### src/rtl/fib_pkg.sv
`default_nettype none
// ============================================================================
// Module   : fib_pkg
// Purpose  : Shared types and width constants for the Fibonacci controller
//            and its datapath.
//            - fib_state_t : controller state encoding
//            - FIB_W_N     : index width
//            - FIB_W_F     : Fibonacci value width
//            - FIB_N_MAX   : largest index whose F(n) fits in FIB_W_F bits
// Revision : 1.0 - initial release
// ============================================================================
package fib_pkg;

    localparam int FIB_W_N   = 5;
    localparam int FIB_W_F   = 16;
    // F(24) = 46368 is the last Fibonacci number below 2**16.
    localparam int FIB_N_MAX = 24;

    typedef enum logic [2:0] {
        IDLE  = 3'd0,
        CLEAR = 3'd1,
        LOAD  = 3'd2,
        INIT  = 3'd3,
        RUN   = 3'd4,
        DONE  = 3'd5
    } fib_state_t;

endpackage : fib_pkg
`default_nettype wire

### src/rtl/fib_seq_ctrl.sv
`default_nettype none
// ============================================================================
// Module   : fib_seq_ctrl
// Purpose  : Sequencing controller for the Fibonacci datapath. Accepts an
//            index over a start/done/ack handshake, strobes the datapath to
//            compute F(n), captures the result and flags indices whose
//            result would not fit in W_F bits.
// Ports    : clk        - clock, rising edge
//            reset      - asynchronous reset, active low
//            start      - request strobe (sampled in IDLE only)
//            n_in       - requested index (sampled with start)
//            ack        - host consumed result (sampled in DONE only)
//            count      - datapath counter value
//            count_to   - datapath target-index register value
//            nth_fib    - datapath current Fibonacci value
//            dp_clr     - one-cycle datapath clear pulse
//            enb        - load datapath count_to register
//            first_time - select seed values in the datapath
//            count_enb  - advance datapath counter and value registers
//            busy       - computation in progress
//            done       - result/err valid, held until ack
//            err        - requested index out of range
//            result     - F(n), stable while done is high
// Revision : 1.0 - initial release
// ============================================================================
module fib_seq_ctrl
    import fib_pkg::*;
#(
    parameter int W_N   = FIB_W_N,
    parameter int W_F   = FIB_W_F,
    parameter int N_MAX = FIB_N_MAX
) (
    input  logic           clk,
    input  logic           reset,
    input  logic           start,
    input  logic [W_N-1:0] n_in,
    input  logic           ack,
    input  logic [W_N-1:0] count,
    input  logic [W_N-1:0] count_to,
    input  logic [W_F-1:0] nth_fib,
    output logic           dp_clr,
    output logic           enb,
    output logic           first_time,
    output logic           count_enb,
    output logic           busy,
    output logic           done,
    output logic           err,
    output logic [W_F-1:0] result
);

    localparam logic [W_N-1:0] c_n_max = W_N'(N_MAX);

    fib_state_t     r_state;
    fib_state_t     w_state_nxt;
    logic [W_N-1:0] r_n_q;
    logic [W_F-1:0] r_result;
    logic           r_err;

    logic           w_n_over;
    logic           w_run_hit;

    assign w_n_over  = (n_in > c_n_max);
    // The datapath counter reaching its target means nth_fib now holds F(n).
    assign w_run_hit = (count == count_to);

    // ------------------------------------------------------------------------
    // State register
    // ------------------------------------------------------------------------
    always_ff @(posedge clk or negedge reset) begin
        if (!reset) begin
            r_state <= IDLE;
        end else begin
            r_state <= w_state_nxt;
        end
    end

    // ------------------------------------------------------------------------
    // Next-state and strobe decode
    // ------------------------------------------------------------------------
    always_comb begin
        w_state_nxt = r_state;
        dp_clr      = 1'b0;
        enb         = 1'b0;
        first_time  = 1'b0;
        count_enb   = 1'b0;
        done        = 1'b0;
        busy        = (r_state != IDLE) && (r_state != DONE);

        case (r_state)
            IDLE: begin
                if (start) begin
                    // Out-of-range requests skip the datapath entirely.
                    w_state_nxt = w_n_over ? DONE : CLEAR;
                end
            end
            CLEAR: begin
                dp_clr      = 1'b1;
                w_state_nxt = LOAD;
            end
            LOAD: begin
                enb         = 1'b1;
                w_state_nxt = (r_n_q == '0) ? DONE : INIT;
            end
            INIT: begin
                // Seeds current=F(1), prev=0 and steps count 0->1.
                count_enb   = 1'b1;
                first_time  = 1'b1;
                w_state_nxt = RUN;
            end
            RUN: begin
                if (w_run_hit) begin
                    w_state_nxt = DONE;
                end else begin
                    count_enb = 1'b1;
                end
            end
            DONE: begin
                done = 1'b1;
                // ack has priority over a simultaneous start: go back to
                // IDLE and let the next start be sampled there.
                if (ack) begin
                    w_state_nxt = IDLE;
                end
            end
            default: begin
                w_state_nxt = IDLE;
            end
        endcase
    end

    // ------------------------------------------------------------------------
    // Request index, result and error registers
    // ------------------------------------------------------------------------
    always_ff @(posedge clk or negedge reset) begin
        if (!reset) begin
            r_n_q    <= '0;
            r_result <= '0;
            r_err    <= 1'b0;
        end else begin
            case (r_state)
                IDLE: begin
                    if (start) begin
                        if (w_n_over) begin
                            r_err    <= 1'b1;
                            r_result <= '0;
                        end else begin
                            r_n_q <= n_in;
                            r_err <= 1'b0;
                        end
                    end
                end
                LOAD: begin
                    if (r_n_q == '0) begin
                        r_result <= '0;
                    end
                end
                RUN: begin
                    if (w_run_hit) begin
                        r_result <= nth_fib;
                    end
                end
                default: begin
                end
            endcase
        end
    end

    assign err    = r_err;
    assign result = r_result;

endmodule : fib_seq_ctrl
`default_nettype wire

### config.mk
export PLATFORM = sky130hd
export DESIGN_NAME = fib_seq_ctrl
export DESIGN_NICKNAME = d
export VERILOG_FILES = /design/src/rtl/fib_pkg.sv /design/src/rtl/fib_seq_ctrl.sv
export SDC_FILE = /design/constraint.sdc
export NUM_CORES = 1
export LEC_CHECK = 0
export ABC_CLOCK_PERIOD_IN_PS = 2600
export BUFFER_PORTS_ARGS = -buffer_cell sky130_fd_sc_hd__buf_2
export CAP_MARGIN = 20
export CELL_PAD_IN_SITES_DETAIL_PLACEMENT = 1
export CELL_PAD_IN_SITES_GLOBAL_PLACEMENT = 1
export CORE_MARGIN = 10
export CORE_UTILIZATION = 23
export CTS_BUF_LIST = sky130_fd_sc_hd__clkbuf_8 sky130_fd_sc_hd__clkbuf_16
export DETAILED_ROUTE_END_ITERATION = 16
export MAX_ROUTING_LAYER = met4
export PLACE_DENSITY = 0.62
export RECOVER_POWER = 50
export SLEW_MARGIN = 25
export SYNTH_ARGS = -nofsm -noshare
export SYNTH_HDL_FRONTEND = slang
export SYNTH_SLANG_ARGS = --single-unit
### constraint.sdc
create_clock -name clk -period 2.6 [get_ports clk]
set_input_delay 0.26 -clock clk [delete_from_list [all_inputs] [get_ports clk]]
set_output_delay 0.26 -clock clk [all_outputs]
set_load 0.01 [all_outputs]
==> impl_metrics.env <==
export IMPL_status="complete, no violations"
export IMPL_antenna_found_initial=0
export IMPL_num_vias=1344
export IMPL_slew_limit_headroom_pct=8.207
export IMPL_final_common_cell="nand3_1"
export IMPL_min_period_ns=1.967
export IMPL_synthAdderAreaFrac_pct=0
export IMPL_worst_pin_slew_ns=1.377
export IMPL_peakVddDrop_mv=0.3371
export IMPL_worst_setup_path_type="flip-flop to flip-flop"
export IMPL_r2r_cells=4
export IMPL_nNetsFinal=236
export IMPL_wirelength_mm=4.779
export IMPL_seq_area_frac_synth_pct=44.68
export IMPL_cts_root_buf="clkbuf_8"
export IMPL_ff2ff_setup_slack_ns=0.63
export IMPL_synth_top_flop_cell="dfrtp_1"
export IMPL_yosys_area_share_simple_pct=26.18
export IMPL_drive_gt1_share_pct=27.50
export IMPL_drtIter0Drc=104
export IMPL_yosysUniqueCellTypes=31
export IMPL_crit_arrival_ns=2.17
export IMPL_syn_inst=149
export IMPL_end_kind="flip-flop"
export IMPL_slew_violations=0
export IMPL_syn_area_per_cell_sq_um=9.397
export IMPL_post_place_ws_ns=0.6288
export IMPL_cpLargestDelayFamily="simple AND/OR/NAND/NOR gates"
export IMPL_max_cap_violations=0
export IMPL_leakage_nw=0.7582
export IMPL_syn_to_final_growth_pct=24.93
export IMPL_clock_path_buffers=2
export IMPL_final_core_util_pct=29.54
export IMPL_holdPathStages=3
export IMPL_fin_cells=275
export IMPL_cts_sinks=25
export IMPL_post_route_period_util_pct=75.65
export IMPL_hp_class="primary input to flip-flop"
export IMPL_io_pins=58
export IMPL_cts_buffers=3
export IMPL_final_cell_mix="nand3_1, buf_2, dfrtp_1"
export IMPL_core_rowCount=28
export IMPL_n_antenna_cell=0
export IMPL_fp_dieW_um=98.02
export IMPL_synth_edf_count=0
export IMPL_holdBufCountCts=0
export IMPL_synth_fp_nets=184
export IMPL_r2r_start="r_state[2]$_DFFE_PN0P_"
export IMPL_grt_pass1_vias=1520
export IMPL_synthMuxAreaShare_pct=4.826
export IMPL_holdCritStartpoint="nth_fib[12]"
export IMPL_die_area_sq_mm=0.009608
export IMPL_cts_tree="built"
export IMPL_totalNegativeSetupSlack_ns=0
export IMPL_wire_per_inst_um=17.38
export IMPL_syn_area_sq_mm=0.001400
export IMPL_portBuffers=57
export IMPL_fmax_mhz=508.4
export IMPL_slowest_delay_ns=0.67
export IMPL_finalSetupViolations=0
export IMPL_crit_buf_inv=0
export IMPL_synthXorXnorAreaFrac_pct=3.128
export IMPL_path_clk_slew_ns=0.09
export IMPL_power_per_cell_area_mw_per_mm2=1056
export IMPL_grt_ovfl_total=0
export IMPL_cts_htree_levels=1
export IMPL_nFillCells=717
export IMPL_dieHeight_um=98.02
export IMPL_rsz0062_at_grt="no"
export IMPL_ctsResizeCount=0
export IMPL_clk_latency_ns=0.27
export IMPL_first_pass_iters=4
export IMPL_layout_setup_ws_ns=0.6332
export IMPL_place_congestion=0.7178
export IMPL_synth_seq_cells=25
export IMPL_async_reset_ff_share_pct=100.0
export IMPL_final_hold_violation_count=0
export IMPL_start_util_pct=23.65
export IMPL_grt_pass1_wl_mm=7.941
export IMPL_slowest_stage="and3b_1"
export IMPL_viasPerCell=4.887
export IMPL_post_cts_setup_buffer_count=0
export IMPL_whs_endpoint="result[12]$_DFFE_PN0P_"
export IMPL_hpwlAfterDp_mm=3.511
export IMPL_drtAntennaViolNets=0
export IMPL_timing_critical_path_mode_cell="nand3_1"
export IMPL_drc=0
export IMPL_synth_top_family_by_area="simple AND/OR/NAND/NOR gates"
export IMPL_synth_compound_area_share_pct=14.75
export IMPL_grt_max_degree=26
export IMPL_core_area_sq_mm=0.005921
export IMPL_ys_warn_count=0
export IMPL_start_kind="flip-flop"
export IMPL_power_mw=1.848
export IMPL_crit_fanout=17
export IMPL_r2r_end="result[2]$_DFFE_PN0P_"
export IMPL_cp_required_ns=2.81
export IMPL_fin_skew_ns=0.005385
export IMPL_path_cells="or3b_1, and3b_1, nand3_1, nand3_1"
export IMPL_dp_cells=271
export IMPL_track_usage_pct=9.927
## worst max-delay path by stage
| stage | startpoint | to | slack, ns | depth (start not counted) |
|---|---|---|---|---|
| 6_report | r_state[2]$_DFFE_PN0P_ | result[2]$_DFFE_PN0P_ | 0.63 | 4 |
| 3_5_place_dp | r_state[2]$_DFFE_PN0P_ | result[2]$_DFFE_PN0P_ | 0.63 | 4 |
| 4_1_cts | r_state[2]$_DFFE_PN0P_ | result[2]$_DFFE_PN0P_ | 0.61 | 4 |
| 2_1_floorplan | r_state[0]$_DFFE_PN0P_ | r_state[0]$_DFFE_PN0P_ | 1.09 | 7 |
| 3_3_place_gp | r_state[2]$_DFFE_PN0P_ | result[10]$_DFFE_PN0P_ | 0.70 | 4 |
| 5_1_grt | r_state[2]$_DFFE_PN0P_ | result[2]$_DFFE_PN0P_ | 0.44 | 4 |
## metrics by stage
stage | area, sq um | hold slack (ns)
final | 1749 | 0.2136
after global routing | 1749 | 0.2160
after CTS | 1764 | 0.006613
after detailed placement | 1719 | 0.3037
after global placement | 1719 | 0.3016
after floorplan | 1400 | -0.03559
## worst register-to-register path, cell delays in order, from the launching register on
cell	delay, ns
dfrtp_1	0.56
or3b_1	0.40
and3b_1	0.67
nand3_1	0.18
nand3_1	0.10
## kinds of logic (layout without fill, tap and decap cells)
logic type / count (synthesis) / in the layout
and+or+nand+nor: 70 / 70
AOI/OAI and AO/OA: 28 / 28
DFF: 25 / 25
buffers and inverters: 15 / 66
muxes: 6 / 6
xor gates and xnor gates: 5 / 5
## cells in the mapped netlist, types with 2 or more instances
master    number  share of area [%]
a21oi_1        3                1.1
and3_1         2               0.89
buf_2          6                2.1
buf_6          2                1.6
clkbuf_1       4                1.1
dfrtp_1       25                 45
inv_1          2               0.54
mux2_1         5                4.0
nand2_1        3               0.80
nand2b_1       2               0.89
nand3_1       52                 19
nor2_1         4                1.1
o211ai_1      17                9.1
xnor2_1        5                3.1
## per-layer routing
| layer | GRT usage [%] | routed length, um | vias up |
|---|---|---|---|
| met2 | 14.97 | 2179 | 38 |
| met4 | 2.013 | 0 | 0 |
| met5 | - | 0 | - |
| met1 | 13.29 | 2404 | 655 |
| li1 | - | - | 651 |
| met3 | 2.114 | 195 | 0 |
## flip-flops by register name, summed over array words and instances (netlist names)
| signal | count |
|---|---|
| r_n_q | 5 |
| err | 1 |
| result | 16 |
| r_state | 3 |
## power by group
| part | internal [mW] | switching [mW] | leakage (nW) |
|---|---|---|---|
| combinational | 0.373 | 0.486 | 0.448 |
| clock | 0.106 | 0.121 | 0.0269 |
| sequential | 0.577 | 0.184 | 0.283 |
| total | 1.06 | 0.792 | 0.758 |
## final cells by class
type | count | area (sq um) | area share (%)
clock buffer | 3 | 41.29 | 2.361
clock inverter | 1 | 3.754 | 0.2146
inverter | 2 | 7.507 | 0.4292
multi-input combinational | 109 | 684.4 | 39.13
sequential | 25 | 625.6 | 35.77
tap | 75 | 93.84 | 5.365
timing repair buffer | 60 | 292.8 | 16.74
Power figures use the tool's default switching activity.
